--- config.mk ---
export PLATFORM = sky130hd
export DESIGN_NAME = axi_write_slave_burst
export DESIGN_NICKNAME = d
export VERILOG_FILES = /design/src/rtl/axi_write_slave_burst.sv
export SDC_FILE = /design/constraint.sdc
export NUM_CORES = 1
export LEC_CHECK = 0
export BUFFER_PORTS_ARGS = -buffer_cell sky130_fd_sc_hd__clkbuf_2
export CAP_MARGIN = 20
export CORE_AREA = 5 5 185 169
export CTS_BUF_LIST = sky130_fd_sc_hd__clkbuf_8
export CTS_CLUSTER_SIZE = 14
export DETAILED_ROUTE_END_ITERATION = 7
export DIE_AREA = 0 0 190 174
export HOLD_SLACK_MARGIN = 0.12
export PLACE_DENSITY = 0.75
export SYNTH_ARGS = -nofsm -noshare
export SYNTH_HDL_FRONTEND = slang
export SYNTH_SLANG_ARGS = --single-unit
--- constraint.sdc ---
create_clock -name ACLK -period 13.3 [get_ports ACLK]
set_input_delay 2.66 -clock ACLK [delete_from_list [all_inputs] [get_ports ACLK]]
set_output_delay 2.66 -clock ACLK [all_outputs]
set_load 0.02 [all_outputs]
--- src/rtl/axi_write_slave_burst.sv ---
`default_nettype none
//==============================================================================
// Module   : axi_write_slave_burst
// Brief    : AXI3 write slave; one burst at a time, beats buffered to a mem port
// Revision : 1.0 - initial release
//==============================================================================
module axi_write_slave_burst #(
  parameter int DATA_W     = 32,
  parameter int ADDR_W     = 32,
  parameter int ID_W       = 4,
  parameter int FIFO_DEPTH = 4
) (
  input  logic                ACLK,
  input  logic                ARESET,
  input  logic [ID_W-1:0]     AWID,
  input  logic [ADDR_W-1:0]   AWADDR,
  input  logic [3:0]          AWLEN,
  input  logic [2:0]          AWSIZE,
  input  logic [1:0]          AWBURST,
  input  logic                AWVALID,
  output logic                AWREADY,
  input  logic [ID_W-1:0]     WID,
  input  logic [DATA_W-1:0]   WDATA,
  input  logic [DATA_W/8-1:0] WSTRB,
  input  logic                WLAST,
  input  logic                WVALID,
  output logic                WREADY,
  output logic [ID_W-1:0]     BID,
  output logic [1:0]          BRESP,
  output logic                BVALID,
  input  logic                BREADY,
  output logic [ADDR_W-1:0]   mem_addr,
  output logic [DATA_W-1:0]   mem_data,
  output logic [DATA_W/8-1:0] mem_strb,
  output logic                mem_last,
  output logic                mem_valid,
  input  logic                mem_ready,
  output logic                busy
);

  localparam int c_STRB_W = DATA_W / 8;
  localparam int c_IDX_W  = $clog2(FIFO_DEPTH);
  localparam int c_PTR_W  = c_IDX_W + 1;

  localparam logic [7:0] c_BUS_BYTES = 8'(c_STRB_W);

  localparam logic [1:0] c_IDLE  = 2'd0;
  localparam logic [1:0] c_DATA  = 2'd1;
  localparam logic [1:0] c_DRAIN = 2'd2;
  localparam logic [1:0] c_RESP  = 2'd3;

  localparam logic [1:0] c_FIXED = 2'b00;
  localparam logic [1:0] c_INCR  = 2'b01;
  localparam logic [1:0] c_WRAP  = 2'b10;

  logic [1:0]        r_state;
  logic [1:0]        w_state_next;
  logic              r_awready;
  logic [ID_W-1:0]   r_id;
  logic [ADDR_W-1:0] r_addr;
  logic [3:0]        r_len;
  logic [2:0]        r_size;
  logic [1:0]        r_burst;
  logic              r_err;
  logic [3:0]        r_cnt;

  logic [c_PTR_W-1:0] r_wr_ptr;
  logic [c_PTR_W-1:0] r_rd_ptr;
  logic [c_IDX_W-1:0] w_wr_idx;
  logic [c_IDX_W-1:0] w_rd_idx;
  logic               w_full;
  logic               w_empty;
  logic               w_push;
  logic               w_pop;

  logic [ADDR_W-1:0]   r_fifo_addr [FIFO_DEPTH];
  logic [DATA_W-1:0]   r_fifo_data [FIFO_DEPTH];
  logic [c_STRB_W-1:0] r_fifo_strb [FIFO_DEPTH];
  logic                r_fifo_last [FIFO_DEPTH];

  logic              w_aw_hs;
  logic              w_w_hs;
  logic              w_last_beat;
  logic              w_beat_err;
  logic [7:0]        w_aw_bytes;
  logic              w_aw_wrap_len_ok;
  logic              w_aw_burst_bad;
  logic              w_aw_err;
  logic [1:0]        w_aw_burst_eff;
  logic [ADDR_W-1:0] w_bytes;
  logic [ADDR_W-1:0] w_total;
  logic [ADDR_W-1:0] w_mask;
  logic [ADDR_W-1:0] w_inc;
  logic [ADDR_W-1:0] w_next_addr;

  // Burst-level checks are resolved once at AW time; illegal burst kinds fall back to INCR
  assign w_aw_bytes       = 8'd1 << AWSIZE;
  assign w_aw_wrap_len_ok = (AWLEN == 4'd1) || (AWLEN == 4'd3) ||
                            (AWLEN == 4'd7) || (AWLEN == 4'd15);
  assign w_aw_burst_bad   = (AWBURST == 2'b11) ||
                            ((AWBURST == c_WRAP) && !w_aw_wrap_len_ok);
  assign w_aw_err         = w_aw_burst_bad || (w_aw_bytes > c_BUS_BYTES);
  assign w_aw_burst_eff   = w_aw_burst_bad ? c_INCR : AWBURST;

  assign w_aw_hs     = AWVALID && r_awready;
  assign w_w_hs      = WVALID && WREADY;
  assign w_last_beat = (r_cnt == r_len);
  assign w_beat_err  = (WLAST != w_last_beat) || (WID != r_id);

  assign w_bytes = ADDR_W'(1) << r_size;
  assign w_total = w_bytes * (ADDR_W'(r_len) + ADDR_W'(1));
  assign w_mask  = w_total - ADDR_W'(1);
  assign w_inc   = r_addr + w_bytes;

  always_comb begin
    w_next_addr = w_inc;
    case (r_burst)
      c_FIXED: w_next_addr = r_addr;
      c_WRAP:  w_next_addr = (r_addr & ~w_mask) | (w_inc & w_mask);
      default: w_next_addr = w_inc;
    endcase
  end

  always_comb begin
    w_state_next = r_state;
    case (r_state)
      c_IDLE:  if (w_aw_hs)                w_state_next = c_DATA;
      c_DATA:  if (w_w_hs && w_last_beat) w_state_next = c_DRAIN;
      c_DRAIN: if (w_empty)                w_state_next = c_RESP;
      c_RESP:  if (BREADY)                 w_state_next = c_IDLE;
      default:                             w_state_next = c_IDLE;
    endcase
  end

  always_ff @(posedge ACLK or posedge ARESET) begin
    if (ARESET) begin
      r_state   <= c_IDLE;
      r_awready <= 1'b0;
      r_id      <= '0;
      r_addr    <= '0;
      r_len     <= '0;
      r_size    <= '0;
      r_burst   <= c_FIXED;
      r_err     <= 1'b0;
      r_cnt     <= '0;
    end else begin
      r_state   <= w_state_next;
      r_awready <= (w_state_next == c_IDLE);
      if (r_state == c_IDLE && w_aw_hs) begin
        r_id    <= AWID;
        r_addr  <= AWADDR;
        r_len   <= AWLEN;
        r_size  <= AWSIZE;
        r_burst <= w_aw_burst_eff;
        r_err   <= w_aw_err;
        r_cnt   <= '0;
      end else if (r_state == c_DATA && w_w_hs) begin
        r_cnt  <= r_cnt + 4'd1;
        r_addr <= w_next_addr;
        if (w_beat_err) r_err <= 1'b1;
      end
    end
  end

  // Pointers carry one extra wrap bit so full and empty are distinguishable
  assign w_wr_idx = r_wr_ptr[c_IDX_W-1:0];
  assign w_rd_idx = r_rd_ptr[c_IDX_W-1:0];
  assign w_empty  = (r_wr_ptr == r_rd_ptr);
  assign w_full   = (r_wr_ptr[c_PTR_W-1] != r_rd_ptr[c_PTR_W-1]) && (w_wr_idx == w_rd_idx);
  assign w_push   = w_w_hs;
  assign w_pop    = !w_empty && mem_ready;

  always_ff @(posedge ACLK or posedge ARESET) begin
    if (ARESET) begin
      r_wr_ptr <= '0;
      r_rd_ptr <= '0;
    end else begin
      if (w_push) r_wr_ptr <= r_wr_ptr + c_PTR_W'(1);
      if (w_pop)  r_rd_ptr <= r_rd_ptr + c_PTR_W'(1);
    end
  end

  always_ff @(posedge ACLK) begin
    if (w_push) begin
      r_fifo_addr[w_wr_idx] <= r_addr;
      r_fifo_data[w_wr_idx] <= WDATA;
      r_fifo_strb[w_wr_idx] <= WSTRB;
      r_fifo_last[w_wr_idx] <= w_last_beat;
    end
  end

  assign AWREADY = r_awready;
  assign WREADY  = (r_state == c_DATA) && !w_full;
  assign BVALID  = (r_state == c_RESP);
  assign BID     = BVALID ? r_id : '0;
  assign BRESP   = (BVALID && r_err) ? 2'b10 : 2'b00;
  assign busy    = (r_state != c_IDLE);

  // Head fields are forced to zero while empty so storage needs no reset
  assign mem_valid = !w_empty;
  assign mem_addr  = w_empty ? '0   : r_fifo_addr[w_rd_idx];
  assign mem_data  = w_empty ? '0   : r_fifo_data[w_rd_idx];
  assign mem_strb  = w_empty ? '0   : r_fifo_strb[w_rd_idx];
  assign mem_last  = w_empty ? 1'b0 : r_fifo_last[w_rd_idx];

endmodule
`default_nettype wire

==> results.toml <==
[drt]
routedWlPerCell_microns = 18.7
dr.pass1.iters = 5
routed_wirelength_microns = 32500
vias = 9570
drtAntennaViolNets = 0
drt_iter0_drc = 639
via_per_inst = 5.50
drcViolationCount = 0

[timing]
hold_viol = 0
setup_violations = 0
fmax_ghz = 0.172
setup_tns_ns = 0
max_slew.worst_pin.slew_ns = 1.03
clock_skew_ns = 0.0176
min_period_over_period_pct = 43.8
drv_slew = 0
grt_setup_unrepaired = "false"
period_needed_ns = 5.82
maxSlewHeadroom_pct = 31.2

[yosys]
netlist_area_sq_um = 15700
synth.avg_cell_area_sq_um = 14.2
synth_nets = 1266
yosysSeqAreaShare_pct = 62.1
yosysWarnings = 0
synth_area_leaders = "edfxtp_1 (53%), mux4_2 (9.9%), dfrtp_1 (9.4%)"
synthArstFlopShare_pct = 17.6
synthCells = 1106
yosys_most_used_dff = "edfxtp_1"
synth-seq-cells = 335
synth-edff-count = 276
synth_cell_type_count = 56
yosysTopAreaCellShare_pct = 52.7
yosysTopAreaCell = "edfxtp_1"

[finish]
final_common_cell = "edfxtp_1"
mostFrequentLayoutCells = "edfxtp_1 (276), clkbuf_2 (170), nand2_1 (112), inv_1 (98), nor2b_1 (73)"
finalNonFillerCells = 1741
antenna_cells = 0
layout-area-overhead-vs-synth_pct = 14.7
num-nets-final = 1455
drive_above_1_share_pct = 24.9

[clocking]
max-clock-path-buffers = 3
numCtsBuffers = 52
cts_setup_buffers = 0
cts_tree = "done"
cts.sinks = 335
clk_pin_slew_ns = 0.06
postCtsHoldBufs = 0
clock-root-buffer = "clkbuf_8"
cts_resized = 0
h-tree-depth = 2
clkLatencyLatePin_ns = 0.58

[place]
io_buffers = 170
gp_congestion = 0.897
hpwl_microns = 21500
dp.cells = 1644

[worst_setup_path]
crit_path_end_kind = "output port"
required_ns = 10.64
critPathLaunchType = "flop"
criticalPathCategory = "flop to output port"
crit_arrival_ns = 3.16
crit_fanout = 43

[floorplanning]
die_h_microns = 174
core_area_sq_um = 29400
ios = 172
core.rowCount = 60
die-area_sq_um = 33100
start_util_pct = 53.6
die_w_microns = 190

[global_routing]
antenna_found_initial = 0
overflow = 0
grtUsageTotal_pct = 20.0
grt_max_degree = 72
first_global_vias = 10000
grt_pass1_wl_microns = 52600

[power]
irDropWorstVdd_mv = 0.132
power.density_nw_per_um2 = 262
leakage_nw = 7.03

[min_path]
timing.hold.worst.class = "flop to flop"

[status]
status = "completed"

[run]
drv_cap = 0
==> state kept, by name, summed over array words and instances, names as in the netlist, 3 cells and up, named ones only <==
name         cells
r_fifo_strb     16
r_len            4
r_cnt            4
r_size           3
r_fifo_addr    128
r_wr_ptr         3
r_fifo_last      4
r_rd_ptr         3
r_id             4
r_fifo_data    128
==> stage by stage <==
step / instance area [sq um] / hold WS, ns / setup WS (ns) / total power, mW / util [%]
3_5_place_dp: 17000 / 0.488 / 7.91 / 3.94 / 58.0
4_1_cts: 18000 / 0.505 / 7.33 / 4.77 / 61.5
2_1_floorplan: 15700 / 0.461 / 8.51 / 3.30 / -
3_3_place_gp: 17000 / 0.486 / 7.96 / 3.88 / 58.0
5_1_grt: 18000 / 0.518 / 7.17 / 5.08 / 61.5
6_report: 18000 / 0.503 / 7.48 / 4.73 / 61.5
==> synth_stat cells, drive strengths merged, types with 7 or more instances <==
cell / count
o21ai: 25
nor2: 55
and3: 17
ha: 46
a31oi: 15
clkbuf: 41
xnor2: 17
a21oi: 39
fa: 22
nand4: 11
nor3: 10
dfrtp: 59
o311ai: 7
edfxtp: 276
nor2b: 73
inv: 77
and2: 13
mux4: 69
o211ai: 12
a21o: 9
xor2: 20
nand3: 13
nand2: 113
==> power by group <==
part	total [mW]	leakage (nW)	internal [mW]	switching [mW]
Combinational	2.28	3.26	0.928	1.36
Clock	0.820	0.591	0.437	0.383
Sequential	1.62	3.18	1.43	0.195
Total	4.73	7.03	2.79	1.93
==> cell families after synthesis <==
logic type | synth area share [%]
other | 0.0238
and+or+nand+nor | 10.5
xor gates and xnor gates | 2.06
muxes | 10.1
DFF | 62.1
adders and majority gates | 6.46
buffers and inverters | 3.02
AOI/OAI and AO/OA | 5.77
==> area by class of cell <==
class / instances / area, sq um
Tap cell: 403 / 504
Fill cell: 2190 / 11300
Multi-Input combinational cell: 647 / 5530
Sequential cell: 335 / 9770
Inverter: 77 / 289
Timing Repair Buffer: 182 / 941
Clock inverter: 43 / 263
Clock buffer: 54 / 743
==> worst max-delay path: stages (launching register included) <==
cell and delay (ns):
dfrtp_4 0.81, buf_4 0.77, mux4_2 0.64, nor2b_1 0.16, clkbuf_2 0.19
==> metal layers <==
layer	part of all wire, %	global-route usage (%)	routed length (microns)	up-vias
met4	2.1	5.76	683	0
met2	47	32.1	15400	322
met5	0	0	0	-
li1	-	-	-	4476
met1	44	28.7	14400	4719
met3	6.1	3.29	1990	53
==> worst paths after layout <==
path,from,end,slack (ns),cells past startpoint
worst min-delay path,r_rd_ptr[2]$_DFFE_PP0P_,r_rd_ptr[2]$_DFFE_PP0P_,0.50,1
worst max-delay path,r_rd_ptr[0]$_DFFE_PP0P_,mem_addr[10],7.48,4
max in group asynchronous,ARESET,r_rd_ptr[1]$_DFFE_PP0P_,10.40,3
worst min register to register,r_rd_ptr[2]$_DFFE_PP0P_,r_rd_ptr[2]$_DFFE_PP0P_,0.50,1
worst max register to register,r_len[0]$_DFFE_PP0P_,flop,7.89,16
min in group asynchronous,ARESET,r_wr_ptr[2]$_DFFE_PP0P_,2.31,3
No activity file was read; power rests on OpenSTA's default activity.
